[config.mk]
export PLATFORM = sky130hd
export DESIGN_NAME = chart_sequencer
export DESIGN_NICKNAME = d
export VERILOG_FILES = /design/src/rtl/chart_sequencer_pkg.sv /design/src/rtl/chart_sequencer_tick_divider.sv /design/src/rtl/chart_sequencer.sv
export SDC_FILE = /design/constraint.sdc
export NUM_CORES = 1
export LEC_CHECK = 0
export CAP_MARGIN = 20
export CORE_UTILIZATION = 55
export DETAILED_ROUTE_END_ITERATION = 10
export PLACE_DENSITY_LB_ADDON = 0.2
export SYNTH_ARGS = -nofsm -noshare
export SYNTH_HDL_FRONTEND = slang
export SYNTH_SLANG_ARGS = --single-unit
[constraint.sdc]
create_clock -name clk -period 19.5 [get_ports clk]
set_clock_uncertainty 0.1 [all_clocks]
set_input_delay 3.9 -clock clk [delete_from_list [all_inputs] [get_ports clk]]
set_output_delay 3.9 -clock clk [all_outputs]
set_load 0.01 [all_outputs]
[src/rtl/chart_sequencer_pkg.sv]
// Shared widths, FSM state encodings, mod encodings and tick-period helper for chart_sequencer.
// Latency: n/a (constants and pure functions only).
// Backpressure: n/a.
package chart_sequencer_pkg;

    // Default field widths of one chart entry and of the score datapath
    localparam int CS_CLOCK_BITS  = 16;
    localparam int CS_OCTAVE_BITS = 2;
    localparam int CS_NOTE_BITS   = 3;
    localparam int CS_LENGTH_BITS = 3;
    localparam int CS_MAX_NUM     = 32;
    localparam int CS_ADDR_BITS   = 8;

    // A chart entry is packed {clock, octave, note, length}, length in the LSBs
    localparam int CS_LEN_LSB  = 0;
    localparam int CS_NOTE_LSB = CS_LEN_LSB + CS_LENGTH_BITS;
    localparam int CS_OCT_LSB  = CS_NOTE_LSB + CS_NOTE_BITS;
    localparam int CS_CLK_LSB  = CS_OCT_LSB + CS_OCTAVE_BITS;

    // Sequencer FSM encodings
    localparam logic [2:0] ST_IDLE   = 3'd0;
    localparam logic [2:0] ST_FETCH  = 3'd1;
    localparam logic [2:0] ST_LOAD   = 3'd2;
    localparam logic [2:0] ST_WAIT   = 3'd3;
    localparam logic [2:0] ST_JUDGE  = 3'd4;
    localparam logic [2:0] ST_COMMIT = 3'd5;
    localparam logic [2:0] ST_DONE   = 3'd6;

    // Game modifier encodings
    localparam logic [1:0] MOD_NORMAL = 2'b00;
    localparam logic [1:0] MOD_NOFAIL = 2'b01;
    localparam logic [1:0] MOD_HALF   = 2'b10;
    localparam logic [1:0] MOD_DOUBLE = 2'b11;

    // clk cycles per game tick for a given modifier; never below one cycle
    function automatic int tick_period(input logic [1:0] mod, input int div);
        int p;
        case (mod)
            MOD_HALF:   p = 2 * div;
            MOD_DOUBLE: p = div / 2;
            default:    p = div;
        endcase
        return (p < 1) ? 1 : p;
    endfunction

endpackage

[src/rtl/chart_sequencer_tick_divider.sv]
// Game-tick enable generator: one-cycle tick every tick_period(mod) enabled cycles.
// Latency: tick asserted combinationally in the last cycle of each period.
// Backpressure: run=0 freezes the count in place; clr restarts the period.
module chart_sequencer_tick_divider
    import chart_sequencer_pkg::*;
#(
    parameter int TICK_DIV = 100000
) (
    input  logic       clk,
    input  logic       rst,
    input  logic       clr,
    input  logic       run,
    input  logic [1:0] mod,
    output logic       tick
);

    localparam int CNT_BITS = $clog2(2 * TICK_DIV + 1);

    logic [CNT_BITS-1:0] cnt_q;
    logic [CNT_BITS-1:0] cnt_d;
    logic [CNT_BITS-1:0] last_cnt;

    // Terminal count follows mod live; >= keeps a mid-period switch to a shorter period safe
    always_comb begin
        last_cnt = CNT_BITS'(tick_period(mod, TICK_DIV) - 1);
        tick     = run && (cnt_q >= last_cnt);
        cnt_d    = cnt_q;
        if (clr) begin
            cnt_d = '0;
        end else if (run) begin
            cnt_d = tick ? '0 : cnt_q + CNT_BITS'(1);
        end
    end

    // Period counter register
    always_ff @(posedge clk) begin
        if (rst) begin
            cnt_q <= '0;
        end else begin
            cnt_q <= cnt_d;
        end
    end

endmodule

[src/rtl/chart_sequencer.sv]
// Chart player: fetches goal notes, pairs them with player hits for Scoring, folds results back. Optional fail-out: CHART_FAIL_EN.
// Latency: hit pulse in WAIT -> JUDGE -> judge_valid in COMMIT (3 cycles); ROM read 1 cycle.
// Backpressure: none; pause freezes the timeline and masks hits, start is ignored while busy.
module chart_sequencer
    import chart_sequencer_pkg::*;
#(
    parameter int CLOCK_BITS  = CS_CLOCK_BITS,
    parameter int OCTAVE_BITS = CS_OCTAVE_BITS,
    parameter int NOTE_BITS   = CS_NOTE_BITS,
    parameter int LENGTH_BITS = CS_LENGTH_BITS,
    parameter int MAX_NUM     = CS_MAX_NUM,
    parameter int ADDR_BITS   = CS_ADDR_BITS,
    parameter int TICK_DIV    = 100000,
    parameter int MISS_WINDOW = 188
) (
    input  logic                   clk,
    input  logic                   rst,
    input  logic                   start,
    input  logic                   pause,
    input  logic [1:0]             mod,
    input  logic [MAX_NUM-1:0]     song_len,
    output logic [ADDR_BITS-1:0]   rom_addr,
    input  logic [CLOCK_BITS+OCTAVE_BITS+NOTE_BITS+LENGTH_BITS-1:0] rom_data,
    input  logic                   hit_valid,
    input  logic [OCTAVE_BITS-1:0] hit_octave,
    input  logic [NOTE_BITS-1:0]   hit_note,
    input  logic [LENGTH_BITS-1:0] hit_length,
    output logic [CLOCK_BITS-1:0]  song_clock,
    output logic [OCTAVE_BITS-1:0] play_octave,
    output logic [NOTE_BITS-1:0]   play_note,
    output logic [LENGTH_BITS-1:0] play_length,
    output logic [CLOCK_BITS-1:0]  goal_clock,
    output logic [OCTAVE_BITS-1:0] goal_octave,
    output logic [NOTE_BITS-1:0]   goal_note,
    output logic [LENGTH_BITS-1:0] goal_length,
    output logic [MAX_NUM-1:0]     last_combo,
    output logic [MAX_NUM-1:0]     last_base_score,
    output logic [MAX_NUM-1:0]     now_cnt,
    output logic [MAX_NUM-1:0]     total_note,
    input  logic [MAX_NUM-1:0]     base_score,
    input  logic [MAX_NUM-1:0]     bonus_score,
    input  logic [MAX_NUM-1:0]     combo,
    output logic [MAX_NUM-1:0]     total_score,
    output logic                   judge_valid,
    output logic                   busy,
    output logic                   done,
    output logic                   failed
);

    localparam int NOTE_LSB = LENGTH_BITS;
    localparam int OCT_LSB  = NOTE_LSB + NOTE_BITS;
    localparam int CLK_LSB  = OCT_LSB + OCTAVE_BITS;
    localparam logic [CLOCK_BITS:0] WIN = (CLOCK_BITS + 1)'(MISS_WINDOW);

    logic [2:0]             state_q, state_d;
    logic [CLOCK_BITS-1:0]  song_clock_q, song_clock_d;
    logic [CLOCK_BITS-1:0]  goal_clock_q, goal_clock_d;
    logic [OCTAVE_BITS-1:0] goal_octave_q, goal_octave_d, play_octave_q, play_octave_d;
    logic [NOTE_BITS-1:0]   goal_note_q, goal_note_d, play_note_q, play_note_d;
    logic [LENGTH_BITS-1:0] goal_length_q, goal_length_d, play_length_q, play_length_d;
    logic [MAX_NUM-1:0]     last_combo_q, last_combo_d, last_base_q, last_base_d;
    logic [MAX_NUM-1:0]     now_cnt_q, now_cnt_d, total_note_q, total_note_d;
    logic [MAX_NUM-1:0]     total_score_q, total_score_d;
`ifdef CHART_FAIL_EN
    logic [3:0]             miss_cnt_q, miss_cnt_d;
    logic                   failed_q, failed_d;
`endif
    logic                   idle_or_done, run, tick, hit_ok, miss;

    function automatic logic [MAX_NUM-1:0] sat_add(input logic [MAX_NUM-1:0] a,
                                                   input logic [MAX_NUM-1:0] b);
        logic [MAX_NUM:0] s;
        s = {1'b0, a} + {1'b0, b};
        return s[MAX_NUM] ? '1 : s[MAX_NUM-1:0];
    endfunction

    // Status decode and hit/miss window compares, one bit wider so they cannot wrap
    always_comb begin
        idle_or_done = (state_q == ST_IDLE) || (state_q == ST_DONE);
        run          = !idle_or_done && !pause;
        hit_ok       = hit_valid && !pause &&
                       ({1'b0, goal_clock_q} <= {1'b0, song_clock_q} + WIN);
        miss         = {1'b0, song_clock_q} > {1'b0, goal_clock_q} + WIN;
    end

    chart_sequencer_tick_divider #(
        .TICK_DIV (TICK_DIV)
    ) u_tick_divider (
        .clk  (clk),
        .rst  (rst),
        .clr  (start && idle_or_done),
        .run  (run),
        .mod  (mod),
        .tick (tick)
    );

    // Sequencer FSM plus timeline, goal/play capture and score accumulation
    always_comb begin
        state_d       = state_q;
        song_clock_d  = song_clock_q;
        goal_clock_d  = goal_clock_q;
        goal_octave_d = goal_octave_q;
        goal_note_d   = goal_note_q;
        goal_length_d = goal_length_q;
        play_octave_d = play_octave_q;
        play_note_d   = play_note_q;
        play_length_d = play_length_q;
        last_combo_d  = last_combo_q;
        last_base_d   = last_base_q;
        now_cnt_d     = now_cnt_q;
        total_note_d  = total_note_q;
        total_score_d = total_score_q;
`ifdef CHART_FAIL_EN
        miss_cnt_d    = miss_cnt_q;
        failed_d      = failed_q;
`endif
        if (tick && (song_clock_q != '1)) begin
            song_clock_d = song_clock_q + CLOCK_BITS'(1);
        end
        case (state_q)
            ST_IDLE, ST_DONE: begin
                if (start) begin
                    song_clock_d  = '0;
                    now_cnt_d     = '0;
                    last_combo_d  = '0;
                    last_base_d   = '0;
                    total_score_d = '0;
                    total_note_d  = song_len;
`ifdef CHART_FAIL_EN
                    miss_cnt_d    = '0;
                    failed_d      = 1'b0;
`endif
                    state_d = (song_len == '0) ? ST_DONE : ST_FETCH;
                end
            end
            ST_FETCH: state_d = ST_LOAD;
            ST_LOAD: begin
                goal_clock_d  = rom_data[CLK_LSB +: CLOCK_BITS];
                goal_octave_d = rom_data[OCT_LSB +: OCTAVE_BITS];
                goal_note_d   = rom_data[NOTE_LSB +: NOTE_BITS];
                goal_length_d = rom_data[0 +: LENGTH_BITS];
                state_d       = ST_WAIT;
            end
            ST_WAIT: begin
                // A hit in the same cycle as the miss deadline takes priority
                if (hit_ok) begin
                    play_octave_d = hit_octave;
                    play_note_d   = hit_note;
                    play_length_d = hit_length;
`ifdef CHART_FAIL_EN
                    miss_cnt_d    = '0;
`endif
                    state_d       = ST_JUDGE;
                end else if (miss) begin
                    last_combo_d = '0;
                    state_d      = ST_COMMIT;
`ifdef CHART_FAIL_EN
                    if (miss_cnt_q != 4'hF) begin
                        miss_cnt_d = miss_cnt_q + 4'd1;
                    end
                    if ((miss_cnt_d == 4'd10) && (mod != MOD_NOFAIL)) begin
                        failed_d = 1'b1;
                        state_d  = ST_DONE;
                    end
`endif
                end
            end
            ST_JUDGE: begin
                last_combo_d  = combo;
                last_base_d   = sat_add(last_base_q, base_score);
                total_score_d = sat_add(sat_add(total_score_q, base_score), bonus_score);
                state_d       = ST_COMMIT;
            end
            ST_COMMIT: begin
                now_cnt_d = now_cnt_q + MAX_NUM'(1);
                state_d   = (now_cnt_d == total_note_q) ? ST_DONE : ST_FETCH;
            end
            default: state_d = ST_IDLE;
        endcase
    end

    // State registers; reset aborts any song in progress
    always_ff @(posedge clk) begin
        if (rst) begin
            state_q       <= ST_IDLE;
            song_clock_q  <= '0;
            goal_clock_q  <= '0;
            goal_octave_q <= '0;
            goal_note_q   <= '0;
            goal_length_q <= '0;
            play_octave_q <= '0;
            play_note_q   <= '0;
            play_length_q <= '0;
            last_combo_q  <= '0;
            last_base_q   <= '0;
            now_cnt_q     <= '0;
            total_note_q  <= '0;
            total_score_q <= '0;
`ifdef CHART_FAIL_EN
            miss_cnt_q    <= '0;
            failed_q      <= 1'b0;
`endif
        end else begin
            state_q       <= state_d;
            song_clock_q  <= song_clock_d;
            goal_clock_q  <= goal_clock_d;
            goal_octave_q <= goal_octave_d;
            goal_note_q   <= goal_note_d;
            goal_length_q <= goal_length_d;
            play_octave_q <= play_octave_d;
            play_note_q   <= play_note_d;
            play_length_q <= play_length_d;
            last_combo_q  <= last_combo_d;
            last_base_q   <= last_base_d;
            now_cnt_q     <= now_cnt_d;
            total_note_q  <= total_note_d;
            total_score_q <= total_score_d;
`ifdef CHART_FAIL_EN
            miss_cnt_q    <= miss_cnt_d;
            failed_q      <= failed_d;
`endif
        end
    end

    assign rom_addr        = now_cnt_q[ADDR_BITS-1:0];
    assign song_clock      = song_clock_q;
    assign goal_clock      = goal_clock_q;
    assign goal_octave     = goal_octave_q;
    assign goal_note       = goal_note_q;
    assign goal_length     = goal_length_q;
    assign play_octave     = play_octave_q;
    assign play_note       = play_note_q;
    assign play_length     = play_length_q;
    assign last_combo      = last_combo_q;
    assign last_base_score = last_base_q;
    assign now_cnt         = now_cnt_q;
    assign total_note      = total_note_q;
    assign total_score     = total_score_q;
    assign judge_valid     = (state_q == ST_COMMIT);
    assign busy            = !idle_or_done;
    assign done            = (state_q == ST_DONE);
`ifdef CHART_FAIL_EN
    assign failed          = failed_q;
`else
    assign failed          = 1'b0;
`endif

endmodule

# [Word-level counts from Yosys, hierarchy flattened]
# Index checks and enable logic that the tools add are counted.
[totals] out_inout_bits=220 word_cells=86 regBits=229 input_bits=167
[op_classes] magnitude_cmp=4 mux=22 eq_ne=14 n_addsub=9 n_reduce_logical=22
[op_table] operator="$mux 32" count=6
[op_table] operator="$pmux 32 s2" count=3
[op_table] operator="$add 32x32->33" count=3
[op_table] operator="$pmux 32 s3" count=1
[op_table] operator="$mux 16" count=3
[op_table] operator="$mux 18" count=2
[op_table] operator="$pmux 18 s2" count=1
[op_table] operator="$add 16x8->17 const B" count=2
[op_table] operator="$add 32x1->32 const B" count=1
[op_table] operator="$eq 32x32->1" count=1
[op_table] operator="$logic_not 32->1" count=1
[op_table] operator="$add 18x1->18 const B" count=1
[op_table] operator="$ge 18x18->1" count=1
[op_table] operator="$lt 18x1->1 const B" count=1
[op_table] operator="$pmux 3 s6" count=1
[op_table] operator="$sub 18x2->18 const B" count=1
[op_table] operator="$gt 16x17->1" count=1
[op_table] operator="$le 16x17->1" count=1
[op_table] operator="$add 16x1->16 const B" count=1
[op_table] operator="$ne 16x16->1 const B" count=1
[op_table] operator="$mux 3" count=5
[op_table] operator="$reduce_and 2->1" count=5
[op_table] operator="$eq 3x3->1 const B" count=3
[op_table] operator="$eq 3x2->1 const B" count=2
[op_table] operator="other kinds (12)" count=23

# [Logic depth before layout (Yosys ltp)]
# Gate-level depths: netlist (run 1).
[depth] ltp_word=11 depth_mapped=24 ltp_nobuf=23

# [Cells and area by module]
# Synthesis (run 1) repeated with hierarchy kept, for this count alone.
[unflattened] hier_cells=2033 area_unflattened_um2=16280.6
[modules_own_cells] mod="chart_sequencer" instances=1 seq_area_each_um2=4224.1 cells_per_inst=1902 area_per_inst_um2=15072.0
[modules_own_cells] mod="chart_sequencer_tick_divider" instances=1 seq_area_each_um2=360.3 cells_per_inst=131 area_per_inst_um2=1208.7

# [Worst setup path before layout (run 1)]
# OpenSTA, ideal clock, no wires.
[synth_timing] path_kind="input-to-reg" start="input port base_score[0]" end="register total_score_q[31] (netlist: total_score[31])" arrival_ns=8.656 slack_ns=10.659 n_path_buf=2 path_stages=23 required_time_ns=19.314 setup_ns=0.086 cell_sequence="ha_1 fa_1 a21oi_1 o311ai_1 a21oi_1 o21bai_2 a41o_1 o31ai_2 o41ai_2 a31oi_2 buf_2 buf_4 nand2_1 ha_1 and4_1 nand2_1 a2111o_1 a311oi_1 o21ai_0 a31o_2 o21ai_0 xnor2_1 a211oi_1"
[synth_between] elab_chain_cells=5
[synth_rtl] item="start, declared" line_no="chart_sequencer.sv:40" source="input logic [MAX_NUM-1:0] base_score,"
[synth_rtl] item="$add 32x32->33" line_no="chart_sequencer.sv:73" source="s = {1'b0, a} + {1'b0, b};"
[synth_rtl] item="$mux 32" line_no="chart_sequencer.sv:74" source="return s[MAX_NUM] ? '1 : s[MAX_NUM-1:0];"
[synth_rtl] item="$add 32x32->33" line_no="chart_sequencer.sv:73"
[synth_rtl] item="$mux 32" line_no="chart_sequencer.sv:74"
[synth_rtl] item="$pmux 32 s2" line_no="chart_sequencer.sv:120" source="case (state_q)"
[synth_rtl] item="end signal, assigned" line_no="chart_sequencer.sv:217" source="total_score_q <= total_score_d;"
[synth_rtl] item="end, declared" line_no="chart_sequencer.sv:63" source="logic [MAX_NUM-1:0] total_score_q, total_score_d;"
# No other way between the ends.
# A chain may end at the register's enable or synchronous reset.

# [Worst setup path after layout (run 1)]
# Same ends and word-level chain as after synthesis.

==> run metrics, run 1 <==
I/O pins=387; setup bufs post-CTS=0; peak supply drop=0.00008372 V; Via-to-Cell Ratio=6.142; Comb power frac=21.2%; final hold vios=0; Seq/Total Area, Yosys=27.94%; mapped cell area=16410 um^2; Relative slew margins=22.94%; post-route clock period utilization=50.74%; Clock Latency Late Sink=0.56 ns; Critical Path RT=19.78 ns; Syn. warnings=0; Die X=174.7 um; share of cells above drive strength 1=4.642%; Max Cap Viol=0; status=finished clean; final WL=53270 um; Core Footprint=29010 um^2; post-cts sizing count=0; PD cells=61.74 nW/um^2; grt ovf=0; hold worst-path end=goal_length[2]$_SDFFE_PP0P_; GPL Wtd Cong=1.029; Synth-to-Final Area Change=30.08%; final net count=2711; Die Y=174.7 um; Avg Synthesized Cell Area=7.899 um^2; RSZ-0062 raised after global routing=false; clk sinks=229; Clock transition at path regs=0.06 ns; CTS Buf Count=27; final setup TNS=0 ns; FF-to-FF path depth=22; synth unique cells=87; flops & latches, synth=229; P_int=0.9262 mW; Net Sw Frac=29.71%; Initial Util=56.55%; first-pass GRT wire length=83580 um; First DRT Iteration DRCs=1458; PortBufs=385; Synth async-reset ratio=0%; Primary FF master, synth=dfxtp_1; DRT antenna net count=0; buffers from clock root to sink, at most=3; Critical Path AT=10.17 ns; FF-to-FF End=total_score[31]$_SDFFE_PP0P_; clock power share=41.0%; min-delay worst type=reg2reg; critical path class=in2reg; min Tclk post-route=9.894 ns; # setup viols final=0; die area=30530 um^2; CP Capture Type=register; TritonCTS clock tree=built; vias in the first global route=16192; Clock Root Buffer=clkbuf_16; wire per inst=19.05 um; largest net degree at the start of global routing=123; dpl cells=2745; Reg power frac=37.8%; drt pass-1 iters=6; Crit Reg-Reg Startpoint=total_score[0]$_SDFFE_PP0P_; CP Launch Type=primary input; GRT Util Overall=33.23%; initial antenna violation count=0; HPWL Detailed=39380 um; Leak=8.221 nW; Peak Freq=0.1011 GHz; hold bufs inserted after CTS=0; count of final max-slew check failures=0; cell count after synthesis=2077; via count=17179; hold slack final=0.3565 ns; non-filler instance count after layout=2797; Reg2Reg Setup Slack=13.11 ns; DRC viols=0; EDFF count, synth=0; Sw Pwr=0.3915 mW; Worst Tran Pin Value=1.156 ns; Critical Path Fanout Max=32; Row Count=62; Hold Path Origin=goal_length[2]$_SDFFE_PP0P_; H-tree lvl count=1; Antenna Cells=0; WHS Path Cells=2
cells by family after synthesis:
kind of cell,Yosys count,share of synthesized area [%]
AND/OR/NAND/NOR,707,21.37
AO/OA/AOI/OAI,652,25.27
flip-flops,229,27.94
XOR/XNOR,162,8.648
buffers and inverters,158,4.049
adder cells (fa/ha/maj),152,11.73
multiplexers,16,0.9761
other,1,0.02286
how the worst max path moves through the flow:
stage	from	end	slack, ns	cells past startpoint
2_1_floorplan	base_score[0]	total_score[31]$_SDFFE_PP0P_	10.66	23
3_3_place_gp	base_score[0]	total_score[31]$_SDFFE_PP0P_	9.41	23
3_5_place_dp	base_score[0]	total_score[31]$_SDFFE_PP0P_	9.22	23
4_1_cts	base_score[0]	total_score[31]$_SDFFE_PP0P_	9.76	23
5_1_grt	base_score[0]	total_score[31]$_SDFFE_PP0P_	9.21	23
6_report	base_score[0]	total_score[31]$_SDFFE_PP0P_	9.61	23
layout by cell type, fill, tap and decap left out, types with 18 or more instances in the layout:
cell type	count
nand3_1	40
a21oi_1	255
nor4_1	18
nor2_1	169
nor3_1	36
a211oi_1	79
xnor2_1	88
nand2b_1	23
a22oi_1	38
nand4_1	31
and3_1	24
o21ai_0	98
ha_1	149
clkbuf_16	27
dfxtp_1	229
nand2_1	240
o21a_1	25
clkdlybuf4s50_1	384
nor2b_1	28
a21o_1	44
inv_1	45
xor2_1	74
power by group through the flow:
stage | Combinational, mW | Clock, mW | Sequential, mW
after floorplan | 0.161 | 0 | 0.507
after global placement | 0.267 | 0 | 0.507
after detailed placement | 0.273 | 0 | 0.508
after CTS | 0.275 | 0.548 | 0.498
after global routing | 0.302 | 0.563 | 0.500
final | 0.279 | 0.541 | 0.498
Yosys cell counts, types with 7 or more instances:
cell type  instances  area [um^2]
a211oi_1          79        593.1
a21o_1            44        330.3
xor2_1            74        648.1
buf_2             15        75.07
buf_4             14        105.1
or3_1             11        68.82
a311oi_1          12        105.1
o21bai_1           7        52.55
mux2i_1           16        160.2
o31ai_1            9        67.56
xnor2_1           88        770.7
and3_1            24        150.1
nand3_1           40        200.2
or2_2              8        50.05
a31oi_1           13        81.33
nor3_1            39        195.2
and2_1             8        50.05
clkbuf_1          79        296.5
nor2b_1           28        175.2
nand2b_1          23        143.9
a22oi_1           38        285.3
nand2_1          241        904.6
o21a_1            25        187.7
inv_1             45        168.9
nor4_1            18        112.6
nor2_1           171        641.9
o21ai_0           98        490.5
dfxtp_1          229         4584
ha_1             149         1864
or4_1             15        112.6
nand4_1           31        193.9
a21oi_1          255         1276
and4_1            16        140.1
o211ai_1           9        67.56
state kept, by name (all words and copies together) (netlist names), 3 cells and up:
name                  count
goal_clock               16
play_length               3
total_note               32
song_clock               16
play_note                 3
now_cnt                  32
last_combo               32
last_base_score          32
goal_length               3
u_tick_divider.cnt_q     18
state_q                   3
goal_note                 3
total_score              32
final cells by class:
type,count,area (um^2)
well taps,384,480.5
multi-input cells,1691,11200
inverters,46,172.7
fillers,2249,7671
repair buffers,397,3969
clock buffers,29,683.2
flip-flops and latches,229,4584
clock inverters,21,255.2
per-stage QoR:
stage / setup WS, ns / utilization (%) / power [mW] / instance area, um^2
finish: 9.606 / 73.56 / 1.318 / 21340
global route: 9.215 / 73.56 / 1.365 / 21340
CTS: 9.764 / 73.43 / 1.321 / 21300
detailed placement: 9.217 / 70.19 / 0.7809 / 20360
global placement: 9.414 / 70.19 / 0.7743 / 20360
floorplan: 10.66 / - / 0.6686 / 16410
critical path: stages:
cell             delay, ns
clkdlybuf4s50_1       0.45
ha_1                  0.27
fa_1                  0.42
a21oi_1               0.21
o311ai_1              0.12
a21oi_1               0.31
o21bai_2              0.17
a41o_1                0.32
o31ai_2               0.33
o41ai_2               0.17
a31oi_2               0.20
buf_4                 0.34
o21ai_0               0.21
ha_1                  0.42
and4_1                0.29
nand2_1               0.07
a2111o_1              0.38
a311oi_1              0.59
o21ai_0               0.28
a31o_2                0.27
o21ai_0               0.20
xnor2_1               0.14
a211oi_1              0.08
routing by layer:
layer | vias up | share of wire (%) | global-route usage [%]
li1 | 8207 | - | -
met1 | 8141 | 42 | 42.28
met2 | 716 | 48 | 57.49
met3 | 115 | 7.7 | 5.396
met4 | 0 | 3.1 | 9.746
met5 | - | 0 | 0
Note: power is estimated with default switching activity, not from simulation.
==> run 2, diff against run 1 <==
- CORE_UTILIZATION: 55 -> 51
- clock period: 19.5 -> 10.33 ns (I/O delays scaled with it)
==> run 2 against run 1 <==
Against the previous run: first-iteration DRC count decreased by 2.4%; non-clock buffer count grew 3; combinational power grew 88%; final area is essentially flat; global-route usage down 2.3 points; core utilization shrank 6.1 points; sequential cell count stayed put; clock-buffer cell count is 8 higher; via count down 1.5%; routed wire length fell by 0.59%; setup slack worse by 7.4 ns; register-to-register slack lost 9.2 ns.
==> run metrics, run 2 (synthesis results as in run 1) <==
wire per inst=18.80 um (-1.3%); initial antenna violation count=0 (unchanged); most common cell after layout, fill and taps aside=clkdlybuf4s50_1; Clock Latency Late Sink=0.53 ns (-0.03 ns); metal3 WL=3844 um (-6.5%); share of cells above drive strength 1=4.638% (about the same); Synth-to-Final Area Change=30.06% (about the same); setup bufs post-CTS=0 (unchanged); min Tclk post-route=8.098 ns; Top Metal Used=met4; DRC viols=0 (unchanged); Die X=181.4 um (+3.8%); I/O pins=387 (unchanged); Via-to-Cell Ratio=6.006 (-2.2%); Core Footprint=31640 um^2 (+9.0%); TritonCTS clock tree=built; status=finished clean; Row Count=65 (+4.8%); Crit Reg-Reg Startpoint=total_score[0]$_SDFFE_PP0P_; Leak=8.231 nW (+0.12%); post-cts sizing count=0 (unchanged); post-route clock period utilization=78.39%; Critical Path Fanout Max=20 (-38%); PD cells=113.4 nW/um^2 (+84%); CP Capture Type=register; Post-DP Area=20420 um^2 (+0.30%); PortBufs=385 (unchanged); Clock Root Buffer=clkbuf_16; Worst Tran Pin Value=1.118 ns (-0.03817 ns); HPWL Detailed=39460 um (+0.22%); largest net degree at the start of global routing=97 (-21%); CP Launch Type=primary input; Initial Util=51.86% (-4.7 points); Peak Freq=0.1235 GHz; dpl cells=2767 (+0.80%); fin util=67.45% (-6.1 points); buffers from clock root to sink, at most=3 (unchanged); die area=32890 um^2 (+7.8%); pre-CTS setup slack=1.825 ns (-7.393 ns); Die Y=181.4 um (+3.8%); H-tree lvl count=1 (unchanged); RSZ-0062 raised after global routing=false; drt pass-1 iters=5 (-1); hold bufs inserted after CTS=0 (unchanged); Critical Path RT=10.68 ns (-9.10 ns); GRT Util Overall=30.97% (-2.3 points); via count=16918 (-1.5%); min-delay worst type=reg2reg; Clock transition at path regs=0.06 ns (about the same); final setup TNS=0 ns (unchanged); DRT antenna net count=0 (unchanged); Hold Path Origin=goal_note[2]$_SDFFE_PP0P_; Antenna Cells=0 (unchanged); hold slack final=0.3500 ns (-0.006427 ns); vias in the first global route=15937 (-1.6%); Max Cap Viol=0 (unchanged); setup ws final=2.232 ns (-7.374 ns); critical path class=in2reg; peak supply drop=0.0001253 V (+50%); # setup viols final=0 (unchanged); CP Launch Point=base_score[0]; DR WL met2=24750 um (-2.2%); Finished Cell Area=21340 um^2 (about the same); Relative slew margins=25.48% (+2.5 points); Critical Path AT=8.45 ns (-1.72 ns); first-pass GRT wire length=83630 um (about the same); clk sinks=229 (unchanged); count of final max-slew check failures=0 (unchanged); GPL Wtd Cong=0.9499 (-7.7%); First DRT Iteration DRCs=1423 (-2.4%); final net count=2714 (+0.11%); grt ovf=0 (unchanged); final WL=52960 um (-0.59%); non-filler instance count after layout=2817 (+0.72%); wl on met1=22790 um (+2.7%); final hold vios=0 (unchanged); commonest cells after routing, fill and taps aside=clkdlybuf4s50_1 (384), a21oi_1 (255), nand2_1 (240); CTS Buf Count=27 (unchanged); Final Power=2.419 mW (+84%)
-- run 2: cell type report --
class                      count  area [um^2]
inverter                      46        172.7
clock inverter                12        113.9
multi-input combinational   1691        11200
timing repair buffer         400         3995
sequential                   229         4584
fill                        2625        10300
clock buffer                  37        773.2
tap                          402        503.0
-- run 2: where the power goes --
part / internal [mW] / switching, mW
logic: 0.235 / 0.289
clock network: 0.571 / 0.384
registers: 0.907 / 0.0329
total: 1.71 / 0.706
-- run 2: worst paths after layout --
| path | end | slack (ns) | cells past startpoint |
|---|---|---|---|
| setup / recovery | total_score[31]$_SDFFE_PP0P_ | 2.23 | 23 |
| hold / removal | goal_note[2]$_SDFFE_PP0P_ | 0.35 | 2 |
| setup reg to reg | total_score[31]$_SDFFE_PP0P_ | 3.91 | 22 |
| hold reg to reg | goal_note[2]$_SDFFE_PP0P_ | 0.35 | 2 |
-- run 2: worst max-delay path, cell delays in order --
cell             delay [ns]
clkdlybuf4s50_1        0.44
ha_1                   0.26
fa_1                   0.43
a21oi_1                0.22
o311ai_1               0.12
a21oi_1                0.31
o21bai_2               0.17
a41o_1                 0.33
o31ai_2                0.34
o41ai_2                0.17
a31oi_2                0.40
buf_8                  0.23
o21ai_0                0.15
ha_1                   0.40
and4_1                 0.29
nand2_1                0.07
a2111o_1               0.35
a311oi_1               0.69
o21ai_0                0.24
a31o_2                 0.27
o21ai_0                0.20
xnor2_1                0.08
a211oi_1               0.21
-- run 2: routing by layer --
layer / up-vias / global-route usage, %
li1: 8233 / -
met1: 7857 / 40.66
met2: 716 / 52.28
met3: 112 / 4.092
met4: 0 / 10.10
met5: - / 0
